`config.mk`:
```
export PLATFORM = sky130hd
export DESIGN_NAME = mmio_uart_tx
export DESIGN_NICKNAME = d
export VERILOG_FILES = /design/src/rtl/mmio_uart_tx.sv
export SDC_FILE = /design/constraint.sdc
export NUM_CORES = 1
export LEC_CHECK = 0
export CAP_MARGIN = 10
export CELL_PAD_IN_SITES_DETAIL_PLACEMENT = 1
export CELL_PAD_IN_SITES_GLOBAL_PLACEMENT = 2
export CORE_MARGIN = 3
export CORE_UTILIZATION = 37
export CTS_CLUSTER_DIAMETER = 40
export DETAILED_ROUTE_END_ITERATION = 8
export GPL_TIMING_DRIVEN = 0
export MAX_ROUTING_LAYER = met4
export PLACE_DENSITY_LB_ADDON = 0.1
export SYNTH_ARGS = -nofsm -noshare
export SYNTH_HDL_FRONTEND = slang
export SYNTH_SLANG_ARGS = --single-unit
```
`constraint.sdc`:
```
create_clock -name clk -period 3.6 [get_ports clk]
set_input_delay 0.72 -clock clk [delete_from_list [all_inputs] [get_ports clk]]
set_output_delay 0.72 -clock clk [all_outputs]
set_load 0.02 [all_outputs]
```
`src/rtl/mmio_uart_tx.sv`:
```
// rtl/mmio_uart_tx.sv - memory-mapped 8N1 UART transmitter with TX FIFO
module mmio_uart_tx #(
   parameter int DATA_WIDTH = 32,
   parameter int CLK_FREQ   = 50_000_000,
   parameter int BAUD       = 115200,
   parameter int FIFO_DEPTH = 8
) (
   input  logic                  clk,
   input  logic                  reset,
   input  logic                  sel,
   input  logic                  w_en,
   input  logic [3:0]            addr,
   input  logic [DATA_WIDTH-1:0] w_data,
   output logic [DATA_WIDTH-1:0] r_data,
   output logic                  tx,
   output logic                  tx_busy
);

   localparam int DIV = CLK_FREQ / BAUD;
   localparam int AW  = $clog2(FIFO_DEPTH);
   localparam int CW  = AW + 1;
   localparam int BCW = $clog2(DIV);

   typedef enum logic [1:0] {IDLE, START, DATA, STOP} state_t;

   state_t          state_q, state_d;
   logic [BCW-1:0]  baud_cnt_q, baud_cnt_d;
   logic [2:0]      bit_idx_q, bit_idx_d;
   logic [7:0]      shift_q, shift_d;
   logic            tx_q, tx_d;
   logic            baud_done, pop;

   logic [7:0]      mem [FIFO_DEPTH];
   logic [AW-1:0]   wr_ptr, rd_ptr;
   logic [CW-1:0]   count_q;
   logic            overflow_q, enable_q;
   logic            full, empty;
   logic            bus_wr, push_req, push, status_wr, ctrl_wr;
   logic            unused_bits;

   assign bus_wr    = sel & w_en;
   assign push_req  = bus_wr && (addr[3:2] == 2'd0);
   assign status_wr = bus_wr && (addr[3:2] == 2'd1);
   assign ctrl_wr   = bus_wr && (addr[3:2] == 2'd2);
   assign full      = (count_q == CW'(FIFO_DEPTH));
   assign empty     = (count_q == '0);
   // full is the pre-pop value, so a push into a full FIFO is dropped even when a pop shares the edge
   assign push      = push_req & ~full;
   assign baud_done = (baud_cnt_q == BCW'(DIV - 1));
   assign tx        = tx_q;
   assign tx_busy   = (state_q != IDLE);
   assign unused_bits = ^{w_data[DATA_WIDTH-1:8], addr[1:0]};

   always_comb begin
      state_d    = state_q;
      baud_cnt_d = baud_cnt_q;
      bit_idx_d  = bit_idx_q;
      shift_d    = shift_q;
      pop        = 1'b0;
      case (state_q)
         IDLE: begin
            if (enable_q && !empty) begin
               pop        = 1'b1;
               shift_d    = mem[rd_ptr];
               baud_cnt_d = '0;
               state_d    = START;
            end
         end
         START: begin
            if (baud_done) begin
               baud_cnt_d = '0;
               bit_idx_d  = 3'd0;
               state_d    = DATA;
            end else begin
               baud_cnt_d = baud_cnt_q + 1'b1;
            end
         end
         DATA: begin
            if (baud_done) begin
               baud_cnt_d = '0;
               if (bit_idx_q == 3'd7) begin
                  state_d = STOP;
               end else begin
                  bit_idx_d = bit_idx_q + 1'b1;
               end
            end else begin
               baud_cnt_d = baud_cnt_q + 1'b1;
            end
         end
         default: begin
            if (baud_done) begin
               baud_cnt_d = '0;
               if (enable_q && !empty) begin
                  pop     = 1'b1;
                  shift_d = mem[rd_ptr];
                  state_d = START;
               end else begin
                  state_d = IDLE;
               end
            end else begin
               baud_cnt_d = baud_cnt_q + 1'b1;
            end
         end
      endcase
   end

   // tx is registered from the next-state view so the line changes on the same edge as the state
   always_comb begin
      tx_d = 1'b1;
      case (state_d)
         START:   tx_d = 1'b0;
         DATA:    tx_d = shift_d[bit_idx_d];
         default: tx_d = 1'b1;
      endcase
   end

   always_ff @(posedge clk or posedge reset) begin
      if (reset) begin
         state_q    <= IDLE;
         baud_cnt_q <= '0;
         bit_idx_q  <= '0;
         shift_q    <= '0;
         tx_q       <= 1'b1;
         wr_ptr     <= '0;
         rd_ptr     <= '0;
         count_q    <= '0;
         overflow_q <= 1'b0;
         enable_q   <= 1'b1;
      end else begin
         state_q    <= state_d;
         baud_cnt_q <= baud_cnt_d;
         bit_idx_q  <= bit_idx_d;
         shift_q    <= shift_d;
         tx_q       <= tx_d;
         if (push) wr_ptr <= wr_ptr + 1'b1;
         if (pop)  rd_ptr <= rd_ptr + 1'b1;
         case ({push, pop})
            2'b10:   count_q <= count_q + 1'b1;
            2'b01:   count_q <= count_q - 1'b1;
            default: count_q <= count_q;
         endcase
         if (push_req && full) begin
            overflow_q <= 1'b1;
         end else if (status_wr && w_data[3]) begin
            overflow_q <= 1'b0;
         end
         if (ctrl_wr) enable_q <= w_data[0];
      end
   end

   always_ff @(posedge clk) begin
      if (push) mem[wr_ptr] <= w_data[7:0];
   end

   always_comb begin
      r_data = '0;
      if (sel) begin
         case (addr[3:2])
            2'd1: begin
               r_data[0]      = tx_busy;
               r_data[1]      = full;
               r_data[2]      = empty;
               r_data[3]      = overflow_q;
               r_data[8 +: CW] = count_q;
            end
            2'd2:    r_data[0] = enable_q;
            default: r_data = '0;
         endcase
      end
   end

endmodule

```
Yosys cells after proc, flatten, opt, wreduce, memory -nomap -nowiden
Memories as Yosys holds them, arrays and structs flattened.
Index checks and enable logic that the tools add are counted.
{"block": "word_totals", "regBits": 35, "ram_bits": 64, "input_bits": 40, "output_inout_bits": 34, "wordCells": 79, "mem_count": 1}
{"name": "mem", "words": 8, "width": 8, "read_ports": 1, "rd_clocked_by_memory_dff": 0, "wr": 1, "line": "33", "rtl": "logic [7:0] mem [FIFO_DEPTH];"}
{"block": "classes", "add_sub_neg": 6, "order_cmp": 1, "eq_ne": 12, "n_mux": 32, "bitwise_logic": 3, "n_reduce_logical": 14}
{"op": "two-way mux 9 bit", "n": 3}
{"op": "two-way mux 8 bit", "n": 2}
{"op": "case mux 8 bit (2 select lines)", "n": 1}
{"op": "two-way mux 12 bit", "n": 1}
{"op": "two-way mux 3 bit", "n": 4}
{"op": "two-way mux 2 bit", "n": 5}
{"op": "adder 3 x 1 -> 3 bit, second input constant", "n": 3}
{"op": "adder 9 x 1 -> 9 bit, second input constant", "n": 1}
{"op": "equality test 9 bit, second input constant", "n": 1}
{"op": "equality test 2 x 1 -> 1 bit, second input constant", "n": 4}
{"op": "equality test 2 bit, second input constant", "n": 4}
{"op": "two-way mux 1 bit", "n": 8}
{"op": "case mux 4 bit (2 select lines)", "n": 1}
{"op": "logical AND 1 bit", "n": 6}
{"op": "case mux 1 bit (2 select lines)", "n": 3}
{"op": "case mux 2 bit (3 select lines)", "n": 1}
{"op": "case mux 3 bit (2 select lines)", "n": 1}
{"op": "nonzero test 2 bit", "n": 3}
{"op": "adder 4 x 1 -> 4 bit, second input constant", "n": 1}
{"op": "equality test 4 bit, second input constant", "n": 1}
{"op": "zero test 2 bit", "n": 2}
{"op": "zero test 4 bit", "n": 1}
{"op": "less-than comparator 3 x 4 -> 1 bit, second input constant", "n": 1}
{"op": "two-way mux 4 bit", "n": 1}
{"op": "other kinds (8)", "n": 9}

Depth between registers and ports, before layout
{"block": "depth", "word_depth": 9, "depth_mapped": 15, "depth_no_buf": 13}

Least setup slack after synthesis
No wires, ideal clock.
{"block": "synth_timing", "path_kind": "input to register", "start": "input sel", "end": "register count_q[2]", "setup_time_ns": 0.125, "arrival_ns": 2.617, "required_ns": 3.475, "setup_slack_ns": 0.858, "stages": 12, "n_path_buf": 2, "path_cell_list": "clkbuf_1 -> nand3_1 -> a21oi_1 -> inv_1 -> ha_1 -> clkbuf_1 -> xor2_1 -> ha_1 -> a21oi_1 -> xor2_1 -> nor2_1 -> xor2_1"}
{"block": "synth_via", "elab_chain_cells": 5, "elab_cells_between_ends": 7, "classes_between": "2 x eq/ne; 1 x mux; 2 x bitwise; 2 x reduce/logical"}
{"item": "start: declaration", "line": "10", "rtl": "input logic sel,"}
{"item": "AND 1 bit *", "line": "41", "rtl": "assign bus_wr = sel & w_en;"}
{"item": "logical AND 1 bit *", "line": "42", "rtl": "assign push_req = bus_wr && (addr[3:2] == 2'd0);"}
{"item": "AND 1 bit *", "line": "48", "rtl": "assign push = push_req & ~full;"}
{"item": "equality test 2 x 1 -> 1 bit or equality test 2 bit (tied branches)", "line": "137", "rtl": "case ({push, pop})"}
{"item": "case mux 4 bit (2 select lines) or nonzero test 2 bit (tied branches)"}
{"item": "end signal: assignment", "line": "138", "rtl": "2'b10: count_q <= count_q + 1'b1;"}
{"item": "end signal: assignment", "line": "139", "rtl": "2'b01: count_q <= count_q - 1'b1;"}
{"item": "end signal: assignment", "line": "140", "rtl": "default: count_q <= count_q;"}
{"item": "end: declaration", "line": "35", "rtl": "logic [CW-1:0] count_q;"}
Mark *: on every way between the ends. The rest lies on a longest branch, timed or not.
A chain may end at the register's enable or synchronous reset.

Final worst setup path
{"block": "layout_timing", "start": "input addr[2]", "end": "register count_q[2]"}
{"block": "layout_via", "elab_chain_cells": 5, "elab_cells_between_ends": 7, "classes_between": "2 x eq/ne; 1 x mux; 1 x bitwise; 3 x reduce/logical"}
{"item": "start: declaration", "line": "12", "rtl": "input logic [3:0] addr,"}
{"item": "zero test 2 bit *", "line": "42"}
{"item": "logical AND 1 bit *", "line": "42"}
{"item": "AND 1 bit *", "line": "48"}
{"item": "equality test 2 x 1 -> 1 bit or equality test 2 bit (tied branches)", "line": "137"}
{"item": "case mux 4 bit (2 select lines) or nonzero test 2 bit (tied branches)"}
Marked as above.

==> summary.txt <==
Status - complete, no violations
Netlist cell types - 56
Largest family of logic cells by synthesized area - multiplexers
Crit-path max FO - 6
GRT Overall Usage - 15.1%
Xor/xnor share of the synthesized area - 2.01%
# Post-CTS Setup Buffers - 0
Switching part of the total - 32.4%
Setup CP Type - primary input to flop
Cells after DPL - 576
Slew @ Worst Pin - 0.897 ns
Static Leak - 2.25 nW
Drt pass-1 iters - 4
Synthesized flop and latch total - 99
FFs w/ async S/R, synth - 35.4%
# fillers - 1282
Synth warnings - 0
Root Driver - clkbuf_16
Aggregate global routing overflow - 0
DIE AREA - 14300 µm²
Clock network power share - 28.8%
Initial antenna violation count - 0
I/O pin cnt - 74
Die H - 120 µm
Final estimated routing congestion in global placement - 0.750
Largest net degree at the start of global routing - 36
Setup Skew - 0.00554 ns
Buffers on Ports - 22
Most frequent cells in the layout - edfxtp_1, dfrtp_1, nand2_1
TritonCTS clock tree - yes
CP endpoint kind - flop
# diodes - 0
Gate power share - 31.5%
Final Cycle Share - 86.0%
Sequential share of power - 39.8%
Tmin final - 3.10 ns
Post-synthesis instance total - 363
Worst slew margin - 40.0%
DIE WIDTH - 120 µm
CTS max path bufs - 2
Num CTS Buffers - 9
RSZ-0062 raised after global routing - no
CP Data Arrival Time - 3.33 ns
Drt wl/cell - 16.4 µm
Sink Count - 99
Hold Violations, Final - 0
Overall power - 3.71 mW
Worst hold margin - 0.477 ns
Worst vdd ir - 0.299 mV
Syn avg cell area - 13.2 µm²
Adder-Cell Fraction of Synth Area - 4.19%
Crit path launch type - primary input
Final wirelength - 9730 µm
Core ar. - 12300 µm²
Req. time, crit path - 3.83 ns
Register area share after synthesis - 58.6%
Post-Synth Simple-Gate Area - 9.39%
Max cap viols - 0
Row count - 40
Pwr/cell area - 657 nW/µm²
First-pass GRT wire length - 16200 µm
Via count - 2918
Vias/cell - 4.93
Clk_lat worst skew - 0.35 ns
Switching power - 1.20 mW
Post-CTS Resized - 0
Worst hold path class - flop to flop
Post-synth EDFFs - 64
Commonest non-fill, non-tap cell in the layout - edfxtp_1
DR iter-0 viols - 195
Clock transition at the registers of the reported paths - 0.07 ns
Final setup viols - 0
H-tree depth reported by CTS - 3
Finished Layout Cells - 592
Max Slew Vio Count - 0
Post-Syn Area - 4780 µm²
Compound-cell area share of the yosys netlist - 8.61%
Layout cells sized above 1 - 18.4%
Initial Util - 38.8%
Post-synthesis mux area share - 10.3%
Internal power - 2.51 mW
Cts hold-fix bufs - 0
Vias in the first global route - 3047
Top_reg_cell synth - edfxtp_1
Area delta synth->final - 18.1%
DP Wirelength - 6960 µm
DRT antenna net count - 0
# nets final - 475
Fmax - 323 MHz
DRC errors left - 0
## layout make-up
cell class / count / area, µm² / share of cell area [%]
buffer: 38 / 251 / 4.45
clock buffer: 9 / 225 / 3.99
clock inverter: 7 / 111 / 1.97
inverter: 21 / 78.8 / 1.40
multi-input combinational: 228 / 1750 / 31.0
sequential: 99 / 2800 / 49.6
tap: 168 / 210 / 3.72
timing repair buffer: 22 / 220 / 3.90
## synthesized netlist by cell type (2+ instances only)
library cell,count,area share (%)
edfxtp_1,64,40
dfrtp_1,33,17
nand2_1,31,2.4
buf_4,25,3.9
inv_1,21,1.6
nor2_1,17,1.3
o21ai_0,17,1.8
ha_1,16,4.2
mux4_2,14,6.6
mux2i_1,13,2.7
a21oi_1,10,1.0
nand3_1,9,0.94
and3_1,8,1.0
buf_2,6,0.63
clkbuf_1,6,0.47
xor2_1,6,1.1
a31oi_1,5,0.65
nor3_1,5,0.52
xnor2_1,5,0.92
mux2_2,4,0.94
a22oi_1,3,0.47
a2bb2oi_1,3,0.55
nand2b_1,3,0.39
a22o_1,2,0.37
dfstp_2,2,1.1
nor2b_1,2,0.26
o31ai_1,2,0.31
o32a_1,2,0.42
o41ai_2,2,0.68
## power groups by stage
stage | registers (mW) | clock network (mW) | logic [mW]
floorplan | 1.47 | 0 | 0.894
global placement | 1.49 | 0 | 1.17
finish | 1.48 | 1.07 | 1.17
CTS | 1.48 | 1.11 | 1.20
global route | 1.50 | 1.15 | 1.31
detailed placement | 1.50 | 0 | 1.19
## kinds of logic after synthesis
family                     count (synthesis)
muxes                                     31
xor gates and xnor gates                  11
AOI/OAI and AO/OA                         58
buffers and inverters                     59
DFF                                       99
other                                      1
and+or+nand+nor                           88
adders and majority gates                 16
## worst paths after layout
kind	start	slack [ns]	endpoint	cells after the start
max	addr[2]	0.50	count_q[2]$_DFFE_PP0P_	14
min	shift_q[1]$_DFF_PP0_	0.48	shift_q[1]$_DFF_PP0_	2
max reg2reg	baud_cnt_q[1]$_DFFE_PP0P_	0.61	count_q[2]$_DFFE_PP0P_	15
min reg2reg	shift_q[1]$_DFF_PP0_	0.48	shift_q[1]$_DFF_PP0_	2
max in group asynchronous	reset	2.24	shift_q[6]$_DFF_PP0_	2
min in group asynchronous	reset	0.86	baud_cnt_q[0]$_DFFE_PP0P_	2
## flip-flops by register name, summed over array words and instances (netlist names)
name	cells
state_q	2
count_q	4
enable_q	1
wr_ptr	3
overflow_q	1
bit_idx_q	3
tx	1
shift_q	8
baud_cnt_q	9
rd_ptr	3
mem	64
## critical path, cell delays in order
cell and delay (ns):
clkdlybuf4s50_1 0.43, inv_1 0.10, ha_1 0.15, nand3_1 0.08
a21oi_1 0.46, inv_1 0.13, ha_1 0.21, clkbuf_1 0.17
xor2_1 0.17, ha_1 0.19, a21oi_1 0.15, xor2_1 0.16
nor2_1 0.06, xor2_1 0.14
## stage by stage
stage | setup WS [ns] | cell area, µm² | TNS [ns] | util (%)
finish | 0.503 | 5650 | 0 | 45.9
global route | 0.201 | 5650 | 0 | 45.9
CTS | 0.467 | 5650 | 0 | 45.9
detailed placement | 0.103 | 5310 | 0 | 43.1
global placement | -0.233 | 5300 | -3.69 | 43.0
floorplan | 0.858 | 4870 | 0 | -
## routing by layer
layer	routed length [µm]	track usage, %	vias to the layer above
li1	-	-	1403
met1	4480	19.1	1458
met2	4740	23.6	45
met3	374	4.48	12
met4	124	4.44	0
met5	0	-	-
Note: power is estimated with default switching activity, not from simulation.
